### src/rtl/barcode_entry_ctrl_pkg.sv
// Shared types and constants for the barcode entry controller.
//   state_t   : entry FSM state (EMPTY / ENTRY / COMPLETE)
//   SEG_BLANK : active-low 7-seg pattern with every segment off
//   SEG_ZERO  : active-low 7-seg pattern showing '0'
package barcode_entry_ctrl_pkg;

    typedef enum logic [1:0] {
        EMPTY    = 2'd0,
        ENTRY    = 2'd1,
        COMPLETE = 2'd2
    } state_t;

    localparam logic [6:0] SEG_BLANK = 7'h7F;
    localparam logic [6:0] SEG_ZERO  = 7'h40;

endpackage

### src/rtl/barcode_entry_ctrl_if.sv
// Bus between the terminal state machine / basket logic (master) and the
// barcode entry controller (slave).
//   ENABLE, Digit_in, BACKSPACE, CLEAR, ACCEPT : master -> slave strobes
//   Barcode_Digits, NumDigitsEntered, BarcodeCompleted, DigitRejected,
//   TimeoutPulse, HEX_out, dbg_state            : slave -> master
//
// Handshake: there is no ready signal. Each strobe is a single-cycle
// request that the controller always samples on the next rising clock
// edge, and its effect is visible on the outputs one cycle later.
// BarcodeCompleted is a level that stays high until the master pulses
// ACCEPT (or CLEAR/BACKSPACE). DigitRejected and TimeoutPulse are
// single-cycle pulses. When several strobes coincide, CLEAR wins over
// ACCEPT, ACCEPT over BACKSPACE, and BACKSPACE over ENABLE.
interface barcode_entry_ctrl_if #(
    parameter int NUM_DIGITS = 4,
    parameter int DIGIT_W    = 4
);
    import barcode_entry_ctrl_pkg::*;

    localparam int CW = $clog2(NUM_DIGITS + 1);

    logic                          ENABLE;
    logic [DIGIT_W-1:0]            Digit_in;
    logic                          BACKSPACE;
    logic                          CLEAR;
    logic                          ACCEPT;
    logic [NUM_DIGITS*DIGIT_W-1:0] Barcode_Digits;
    logic [CW-1:0]                 NumDigitsEntered;
    logic                          BarcodeCompleted;
    logic                          DigitRejected;
    logic                          TimeoutPulse;
    logic [NUM_DIGITS*7-1:0]       HEX_out;
    state_t                        dbg_state;

    modport master (
        output ENABLE, Digit_in, BACKSPACE, CLEAR, ACCEPT,
        input  Barcode_Digits, NumDigitsEntered, BarcodeCompleted,
               DigitRejected, TimeoutPulse, HEX_out, dbg_state
    );

    modport slave (
        input  ENABLE, Digit_in, BACKSPACE, CLEAR, ACCEPT,
        output Barcode_Digits, NumDigitsEntered, BarcodeCompleted,
               DigitRejected, TimeoutPulse, HEX_out, dbg_state
    );

endinterface

### src/rtl/barcode_entry_ctrl_hex7seg.sv
// hex7seg_decoder: combinational 4-bit value to active-low 7-segment
// pattern (bit order gfedcba). Values 10..15 show A, b, C, d, E, F.
//   digit : value to display
//   seg   : active-low segment pattern
module hex7seg_decoder (
    input  logic [3:0] digit,
    output logic [6:0] seg
);

    always_comb begin
        seg = 7'h7F;
        case (digit)
            4'h0: seg = 7'h40;
            4'h1: seg = 7'h79;
            4'h2: seg = 7'h24;
            4'h3: seg = 7'h30;
            4'h4: seg = 7'h19;
            4'h5: seg = 7'h12;
            4'h6: seg = 7'h02;
            4'h7: seg = 7'h78;
            4'h8: seg = 7'h00;
            4'h9: seg = 7'h10;
            4'hA: seg = 7'h08;
            4'hB: seg = 7'h03;
            4'hC: seg = 7'h46;
            4'hD: seg = 7'h21;
            4'hE: seg = 7'h06;
            4'hF: seg = 7'h0E;
        endcase
    end

endmodule

### src/rtl/barcode_entry_ctrl.sv
// barcode_entry_ctrl: collects NUM_DIGITS decimal digits from single-cycle
// strobes, supports backspace / clear / idle timeout, and holds a completion
// flag until the consumer acknowledges it. Drives one 7-seg pattern per slot.
//   CLOCK_50 : system clock
//   RESET_N  : synchronous, active-low reset
//   bus      : slave side of barcode_entry_ctrl_if (strobes in, digits,
//              count, completion level, reject/timeout pulses, HEX out,
//              FSM state for debug)
// Slot 0 always holds the newest digit; entering a digit shifts older ones up.
module barcode_entry_ctrl
    import barcode_entry_ctrl_pkg::*;
#(
    parameter int NUM_DIGITS     = 4,
    parameter int DIGIT_W        = 4,
    parameter int MAX_DIGIT      = 9,
    parameter int TIMEOUT_CYCLES = 0,
    parameter int BLANK_EMPTY    = 1
) (
    input  logic                 CLOCK_50,
    input  logic                 RESET_N,
    barcode_entry_ctrl_if.slave  bus
);

    localparam int CW = $clog2(NUM_DIGITS + 1);
    // Keep the idle counter at least 1 bit wide when the timeout is disabled.
    localparam int IW = (TIMEOUT_CYCLES > 0) ? $clog2(TIMEOUT_CYCLES + 1) : 1;

    localparam bit                 TO_EN     = (TIMEOUT_CYCLES > 0);
    localparam logic [6:0]         SEG_EMPTY = (BLANK_EMPTY != 0) ? SEG_BLANK : SEG_ZERO;
    localparam logic [CW-1:0]      FULL      = CW'(NUM_DIGITS);
    localparam logic [CW-1:0]      CNT_ONE   = 1;
    localparam logic [IW-1:0]      IDLE_ONE  = 1;
    localparam logic [IW-1:0]      IDLE_LAST = TO_EN ? IW'(TIMEOUT_CYCLES - 1) : '0;
    localparam logic [DIGIT_W-1:0] MAX_D     = DIGIT_W'(MAX_DIGIT);

    state_t                  state_q;
    logic [DIGIT_W-1:0]      slot_q [NUM_DIGITS];
    logic [DIGIT_W-1:0]      slot_d [NUM_DIGITS];
    logic [CW-1:0]           count_q;
    logic [CW-1:0]           count_d;
    logic [IW-1:0]           idle_q;
    logic                    rejected_q;
    logic                    timeout_q;
    logic [NUM_DIGITS*7-1:0] hex_d;
    logic [NUM_DIGITS*7-1:0] hex_q;

    // Command decode. A higher-priority strobe masks every lower one,
    // even when the higher one turns out to be a no-op in this state.
    logic sel_back;
    logic sel_enable;
    logic digit_ok;
    logic do_clear;
    logic do_accept;
    logic do_back;
    logic do_enable;
    logic do_reject;
    logic do_timeout;

    always_comb begin
        sel_back   = bus.BACKSPACE & ~bus.CLEAR & ~bus.ACCEPT;
        sel_enable = bus.ENABLE & ~bus.CLEAR & ~bus.ACCEPT & ~bus.BACKSPACE;
        digit_ok   = (bus.Digit_in <= MAX_D);
        do_clear   = bus.CLEAR;
        do_accept  = bus.ACCEPT & ~bus.CLEAR & (state_q == COMPLETE);
        do_back    = sel_back & (count_q != '0);
        do_enable  = sel_enable & digit_ok & (count_q != FULL);
        do_reject  = sel_enable & ~(digit_ok & (count_q != FULL));
        // The idle counter only expires on a cycle where nothing was entered or removed.
        do_timeout = TO_EN & (state_q == ENTRY) & (idle_q == IDLE_LAST)
                   & ~(do_clear | do_accept | do_back | do_enable);
    end

    // Next slot contents and count; registered together with the HEX
    // patterns so every output changes on the same edge.
    always_comb begin
        for (int k = 0; k < NUM_DIGITS; k++) slot_d[k] = slot_q[k];
        count_d = count_q;
        if (do_clear | do_accept | do_timeout) begin
            for (int k = 0; k < NUM_DIGITS; k++) slot_d[k] = '0;
            count_d = '0;
        end else if (do_back) begin
            for (int k = 0; k < NUM_DIGITS - 1; k++) slot_d[k] = slot_q[k + 1];
            slot_d[NUM_DIGITS - 1] = '0;
            count_d = count_q - CNT_ONE;
        end else if (do_enable) begin
            for (int k = 1; k < NUM_DIGITS; k++) slot_d[k] = slot_q[k - 1];
            slot_d[0] = bus.Digit_in;
            count_d = count_q + CNT_ONE;
        end
    end

    // The decoder takes the low nibble of each slot; wider digits beyond
    // F are not displayable anyway.
    for (genvar k = 0; k < NUM_DIGITS; k++) begin : g_slot
        logic [6:0] seg;
        hex7seg_decoder u_dec (
            .digit (4'(slot_d[k])),
            .seg   (seg)
        );
        assign hex_d[k*7 +: 7] = (CW'(k) < count_d) ? seg : SEG_EMPTY;
    end

    always_ff @(posedge CLOCK_50) begin
        if (!RESET_N) begin
            state_q <= EMPTY;
            for (int k = 0; k < NUM_DIGITS; k++) slot_q[k] <= '0;
            count_q    <= '0;
            idle_q     <= '0;
            rejected_q <= 1'b0;
            timeout_q  <= 1'b0;
            hex_q      <= {NUM_DIGITS{SEG_EMPTY}};
        end else begin
            for (int k = 0; k < NUM_DIGITS; k++) slot_q[k] <= slot_d[k];
            count_q    <= count_d;
            hex_q      <= hex_d;
            rejected_q <= do_reject;
            timeout_q  <= do_timeout;
            if (do_clear | do_accept | do_timeout) begin
                state_q <= EMPTY;
                idle_q  <= '0;
            end else if (do_back) begin
                state_q <= (count_q == CNT_ONE) ? EMPTY : ENTRY;
                idle_q  <= '0;
            end else if (do_enable) begin
                state_q <= (count_q == FULL - CNT_ONE) ? COMPLETE : ENTRY;
                idle_q  <= '0;
            end else if (TO_EN && state_q == ENTRY) begin
                idle_q <= idle_q + IDLE_ONE;
            end else begin
                idle_q <= '0;
            end
        end
    end

    always_comb begin
        bus.Barcode_Digits = '0;
        for (int k = 0; k < NUM_DIGITS; k++) bus.Barcode_Digits[k*DIGIT_W +: DIGIT_W] = slot_q[k];
    end

    assign bus.NumDigitsEntered = count_q;
    assign bus.BarcodeCompleted = (state_q == COMPLETE);
    assign bus.DigitRejected    = rejected_q;
    assign bus.TimeoutPulse     = timeout_q;
    assign bus.HEX_out          = hex_q;
    assign bus.dbg_state        = state_q;

endmodule

### src/flat_wrapper.sv
// flat-port wrapper written by rule: the top's interface ports become plain ports
module barcode_entry_ctrl_flat import barcode_entry_ctrl_pkg::*;
#(
    parameter int NUM_DIGITS     = 4,
    parameter int DIGIT_W        = 4,
    parameter int MAX_DIGIT      = 9,
    parameter int TIMEOUT_CYCLES = 0,
    parameter int BLANK_EMPTY    = 1
)
  (CLOCK_50, RESET_N, bus_ENABLE, bus_Digit_in, bus_BACKSPACE, bus_CLEAR, bus_ACCEPT, bus_Barcode_Digits, bus_NumDigitsEntered, bus_BarcodeCompleted, bus_DigitRejected, bus_TimeoutPulse, bus_HEX_out, bus_dbg_state);
  barcode_entry_ctrl_if #(.NUM_DIGITS(NUM_DIGITS), .DIGIT_W(DIGIT_W)) bus_i ();
  input  logic CLOCK_50;
  input  logic RESET_N;
  input wire logic [$bits(bus_i.ENABLE)-1:0] bus_ENABLE;
  input wire logic [$bits(bus_i.Digit_in)-1:0] bus_Digit_in;
  input wire logic [$bits(bus_i.BACKSPACE)-1:0] bus_BACKSPACE;
  input wire logic [$bits(bus_i.CLEAR)-1:0] bus_CLEAR;
  input wire logic [$bits(bus_i.ACCEPT)-1:0] bus_ACCEPT;
  output wire logic [$bits(bus_i.Barcode_Digits)-1:0] bus_Barcode_Digits;
  output wire logic [$bits(bus_i.NumDigitsEntered)-1:0] bus_NumDigitsEntered;
  output wire logic [$bits(bus_i.BarcodeCompleted)-1:0] bus_BarcodeCompleted;
  output wire logic [$bits(bus_i.DigitRejected)-1:0] bus_DigitRejected;
  output wire logic [$bits(bus_i.TimeoutPulse)-1:0] bus_TimeoutPulse;
  output wire logic [$bits(bus_i.HEX_out)-1:0] bus_HEX_out;
  output wire logic [$bits(bus_i.dbg_state)-1:0] bus_dbg_state;
  assign bus_i.ENABLE = bus_ENABLE;
  assign bus_i.Digit_in = bus_Digit_in;
  assign bus_i.BACKSPACE = bus_BACKSPACE;
  assign bus_i.CLEAR = bus_CLEAR;
  assign bus_i.ACCEPT = bus_ACCEPT;
  assign bus_Barcode_Digits = bus_i.Barcode_Digits;
  assign bus_NumDigitsEntered = bus_i.NumDigitsEntered;
  assign bus_BarcodeCompleted = bus_i.BarcodeCompleted;
  assign bus_DigitRejected = bus_i.DigitRejected;
  assign bus_TimeoutPulse = bus_i.TimeoutPulse;
  assign bus_HEX_out = bus_i.HEX_out;
  assign bus_dbg_state = bus_i.dbg_state;
  barcode_entry_ctrl #(.NUM_DIGITS(NUM_DIGITS), .DIGIT_W(DIGIT_W), .MAX_DIGIT(MAX_DIGIT), .TIMEOUT_CYCLES(TIMEOUT_CYCLES), .BLANK_EMPTY(BLANK_EMPTY)) u_core (.CLOCK_50(CLOCK_50), .RESET_N(RESET_N), .bus(bus_i));
endmodule
### config.mk
export PLATFORM = sky130hd
export DESIGN_NAME = barcode_entry_ctrl_flat
export DESIGN_NICKNAME = d
export VERILOG_FILES = /design/src/rtl/barcode_entry_ctrl_pkg.sv /design/src/rtl/barcode_entry_ctrl_if.sv /design/src/rtl/barcode_entry_ctrl_hex7seg.sv /design/src/rtl/barcode_entry_ctrl.sv /design/src/flat_wrapper.sv
export SDC_FILE = /design/constraint.sdc
export NUM_CORES = 1
export LEC_CHECK = 0
export ABC_AREA = 0
export CAP_MARGIN = 20
export CORE_AREA = 5 5 81 83
export CTS_BUF_LIST = sky130_fd_sc_hd__clkbuf_8
export CTS_CLUSTER_SIZE = 20
export DETAILED_ROUTE_END_ITERATION = 12
export DIE_AREA = 0 0 86 88
export GPL_TIMING_DRIVEN = 1
export PLACE_DENSITY_LB_ADDON = 0.25
export SETUP_SLACK_MARGIN = 0.15
export SYNTH_ARGS = -nofsm -noshare
export SYNTH_HDL_FRONTEND = slang
export SYNTH_HIERARCHICAL = 1
export SYNTH_SLANG_ARGS = --single-unit
export TNS_END_PERCENT = 20
### constraint.sdc
create_clock -name CLOCK_50 -period 10.6 [get_ports CLOCK_50]
set_input_delay 2.12 -clock CLOCK_50 [delete_from_list [all_inputs] [get_ports CLOCK_50]]
set_output_delay 2.12 -clock CLOCK_50 [all_outputs]
set_load 0.1 [all_outputs]
---- After elaboration in Yosys (flattened, before gate mapping) ----
Memory sizes are Yosys's and may differ from the RTL's. A register that Yosys moved wholly into a read port is not among the register bits.
Index checks and enable logic that the tools add are counted.
cells by class
  muxes and demuxes ....................... 16
  $add $sub $neg .......................... 2
  eq/ne operators ......................... 4
  reduce and logical (&&, ||, !) cells .... 11
  bitwise logic cells ..................... 22
  $lt $le $gt $ge ......................... 5
operators by type and width
  kind                                                                   number
  16-bit 2-to-1 mux                                                      3
  4-bit 2-to-1 mux                                                       4
  1-bit AND                                                              12
  3-bit 2-to-1 mux                                                       3
  2-bit AND reduction                                                    4
  1-bit by 3-bit < comparator with 1-bit output, first input constant    2
  2-bit by 3-bit < comparator with 1-bit output, first input constant    2
  2-bit 2-to-1 mux                                                       3
  1-bit inverter                                                         5
  1-bit bitwise OR                                                       5
  4-bit less-or-equal comparator, second input constant                  1
  1-bit zero test                                                        4
  3-bit by 1-bit adder with 3-bit output, second input constant          1
  3-bit by 1-bit equality test with 1-bit output, second input constant  1
  3-bit by 2-bit equality test with 1-bit output, second input constant  1
  1-bit 2-to-1 mux                                                       3
  3-bit != test, second input constant                                   1
  3-bit nonzero test                                                     1
  3-bit by 1-bit subtractor with 3-bit output, second input constant     1
  2-bit equality test, second input constant                             1
  2-bit nonzero test                                                     1
  2-bit OR reduction                                                     1
word-level totals
  logic and storage cells ................. 68
  input bits .............................. 10
  RAM bits ................................ 16
  memories kept ........................... 5
  ROM bits ................................ 448
  output and inout bits ................... 52
  flip-flop bits (word level) ............. 6
memories
  memory            words  bits a word  rd ports  clocked after Yosys merged registers in  wr ports  RTL line                          source
  (name not given)  16     7            1         1                                        0         barcode_entry_ctrl_hex7seg.sv:12  case (digit)
  (name not given)  16     7            1         1                                        0         barcode_entry_ctrl_hex7seg.sv:12
  (name not given)  16     7            1         1                                        0         barcode_entry_ctrl_hex7seg.sv:12
  (name not given)  16     7            1         1                                        0         barcode_entry_ctrl_hex7seg.sv:12
  u_core.slot_q     4      4            4         0                                        4         barcode_entry_ctrl.sv:37          logic [DIGIT_W-1:0] slot_q [NUM_DIGITS];

---- Depth between registers and ports, before layout ----
  depth in word-level cells ............... 12
  gate-level depth with buffers ........... 15
  gate-level depth less buffers ........... 13

---- Cells and area by module ----
The synthesis kept the hierarchy.
by module, submodules not included
  module                                         instances  sequential area each (sq um)  cells each  area an instance (sq um)
  barcode_entry_ctrl                             1          1,001.0                       232         2,114.5
  hex7seg_decoder at u_core.g_slot[1].u_dec ...  2          0.0                           32          275.3
  hex7seg_decoder at u_core.g_slot[0].u_dec      1          0.0                           35          270.3
  hex7seg_decoder at u_core.g_slot[2].u_dec      1          0.0                           35          247.7

---- Worst setup path after synthesis ----
No wires, ideal clock.
  path type ............................... in2reg
  from .................................... input port bus_CLEAR
  to ...................................... register u_core.hex_q[10] (netlist: u_core/bus.HEX_out[10])
  path buffers ............................ 2
  stages .................................. 11
  setup time .............................. 0.117 ns
  slack ................................... 5.706 ns
  data required time ...................... 10.483 ns
  arrival ................................. 4.777 ns
  cells stage by stage .................... nor4b_4 > and3_1 > buf_2 > buf_4 > nand2_1 > a311oi_1 > inv_1 > ha_1 > inv_1 > mux4_1 > nand2b_1
RTL lines
  what                RTL line                  source
  start: declaration  flat_wrapper.sv:17        input wire logic [$bits(bus_i.CLEAR)-1:0] bus_CLEAR;
  end: declaration    barcode_entry_ctrl.sv:45  logic [NUM_DIGITS*7-1:0] hex_q;

==> metrics.txt <==
final setup violation count 0; die area 7570 µm²; io pins 62; library cells used by synthesis 49; global route overflow 0; DP Worst Slack 4.62 ns; CTS tree done; Final Cell Area 3850 µm²; Synth Area per Inst 8.70 µm²; Power Density 86.5 nW/µm²; Worst Hold Class register to register; ant diodes 0; Clock Skews 0.0128 ns; Clock Tree Root clkbuf_8; post-CTS sizing 0; initial antenna violation count 0; f_max 176 MHz; worst setup margin 4.92 ns; ys async rst share 0%; Sink Count 50; max-cap violations 0; Via density 5.55; Post-CTS Setup Bufs 0; CTS clk-pin slew, worst paths 0.10 ns; DP Area 3760 µm²; EDFF count, synth 0; synthesized net count 409; Routed wire per std cell 14.7 µm; routability-driven placement congestion ratio 0.798; LEAKAGE 1.48 nW; post-route clock period utilization 53.6%; area grow syn2layout 20.8%; Crit. End Element register; drt pass-1 iters 5; vias in the first global route 2561; Slew Viols, Final 0; drt total wl 7190 µm; crit-path max FO 16; prevailing post-synth register cell dfxtp_1; first-pass GRT wire length 12100 µm; core footprint 5780 µm²; Worst Max-Slew Pin Slew 1.05 ns; Final Hold Fails 0; die width 86 µm; layout cells sized above 1 7.23%; yosys warns 6; net total in the final layout 458; share of the yosys chip area belonging to registers 31.4%; Seq cells post-synth 50; CTS max path bufs 2; Max VDD drop 0.0000736 V; TNS Setup 0 ns; synthesized instance count 366; CP required 10.77 ns; minimum clock period 5.68 ns; fillers 500; Clock Latency Late Sink 0.31 ns; status finished, final reports clean; HPWL Detailed 5310 µm; Rows 28; Residual DRC 0; H-tree Lvls 2; initial core utilization 55.1%; Worst Setup Path Type primary input to register; Hold Buf Count CTS 0; Routed Antenna Nets 0; CTS buffer count 5; mapped cell area 3180 µm²; IO buf count 60; total track usage 19.8%; slew margin rel. 29.7%; total power 0.333 mW; sequential cell area 1000 µm²; CP arrival 5.86 ns; chip height 88 µm; RSZ-0062 raised after global routing false; Hold WS 0.512 ns; DR vias 2720; Multi-input gate area 1970 µm²; Starting DRT DRC Count 242; crit start category primary input; largest net degree at the start of global routing 21
[cells in the mapped netlist (4+ instances only)]
master	count	area share, %
a311oi_1	12	3.3
nor3_1	10	1.6
buf_2	9	1.4
inv_1	18	2.1
a31oi_1	8	1.6
buf_6	7	2.5
o21bai_1	7	1.7
nand2_1	40	4.7
mux2i_1	19	6.0
and2_1	12	2.4
ha_1	33	13
nand2b_1	9	1.8
clkbuf_1	5	0.59
o21ai_0	11	1.7
dfxtp_1	50	31
a21oi_1	9	1.4
nor2_1	45	5.3
or3_1	10	2.0
a22o_1	4	1.1
[through the flow]
stage,utilization (%),std cells
6_report,66.5,490
4_1_cts,66.5,489
3_3_place_gp,65.1,482
2_1_floorplan,-,366
3_5_place_dp,65.1,482
5_1_grt,66.5,490
[critical path: stages]
cell and delay (ns):
clkdlybuf4s50_1 0.55, nor4b_4 0.40, and3_1 0.56, nand2_1 0.11, a311oi_1 0.84, inv_1 0.25
ha_1 0.36, inv_1 0.05, mux4_1 0.47, nand2b_1 0.15
[power breakdown]
| group | switching [mW] | leakage (nW) | internal (mW) |
|---|---|---|---|
| clock | 0.0614 | 0.0438 | 0.0444 |
| sequential | 0.000698 | 0.404 | 0.189 |
| combinational | 0.0261 | 1.03 | 0.0105 |
[placed cells by master (no fill, tap or decap), types with 2 or more instances in the layout]
cell	n
clkdlybuf4s50_1	60
dfxtp_1	50
nor2_1	45
nand2_1	40
ha_1	33
mux2i_1	19
inv_1	18
and2_1	12
o21ai_0	11
or3_1	10
a311oi_1	10
nor3_1	10
a21oi_1	9
nand2b_1	9
a31oi_1	8
o21bai_1	7
clkbuf_8	5
a22o_1	4
buf_4	4
nand3_1	3
o21ai_1	3
a32o_1	3
mux2_2	3
clkinv_2	2
nor2b_1	2
or2_2	2
and3_1	2
a311oi_2	2
o31ai_1	2
o211ai_1	2
mux4_1	2
and2b_2	2
or3b_1	2
o22ai_1	2
[layer usage]
layer	share of wire, %	track usage (%)
met5	0	0
met4	1.0	5.47
met3	5.9	4.14
met2	48	33.8
met1	45	25.2
[flip-flops by register name (all words and copies together), names as in the netlist]
name	flops
u_core/bus.dbg_state	2
u_core/slot_q	16
u_core/bus.NumDigitsEntered	3
u_core/bus.DigitRejected	1
u_core/bus.HEX_out	28
[path summary, 6_finish.rpt]
check	start	end	slack (ns)	depth (start not counted)
min	u_core/bus.dbg_state[1]$_SDFFE_PP0P_	u_core/bus.dbg_state[1]$_SDFFE_PP0P_	0.51	2
max reg2reg	u_core/bus.NumDigitsEntered[0]$_SDFF_PN0_	u_core/bus.HEX_out[10]$_SDFF_PN1_	6.71	10
max	bus_CLEAR	u_core/bus.HEX_out[10]$_SDFF_PN1_	4.92	10
min reg2reg	u_core/bus.dbg_state[1]$_SDFFE_PP0P_	u_core/bus.dbg_state[1]$_SDFFE_PP0P_	0.51	2
[cells by family after synthesis]
logic type	after synthesis	share of synthesized area, %
multiplexers	25	9.39
AO/OA/AOI/OAI	69	16.0
flip-flops	50	31.4
AND/OR/NAND/NOR	146	22.9
other	1	0.118
adder cells (fa/ha/maj)	33	13.0
buffers and inverters	42	7.19
[cell type report]
type                    instances  share of cell area, %
inverters                      19                   1.85
repair buffers                 65                   16.5
flip-flops and latches         50                   26.0
clock inverters                 2                  0.260
multi-input cells             274                   51.1
clock buffers                   5                   1.79
well taps                      75                   2.44
No activity file was read; power rests on OpenSTA's default activity.
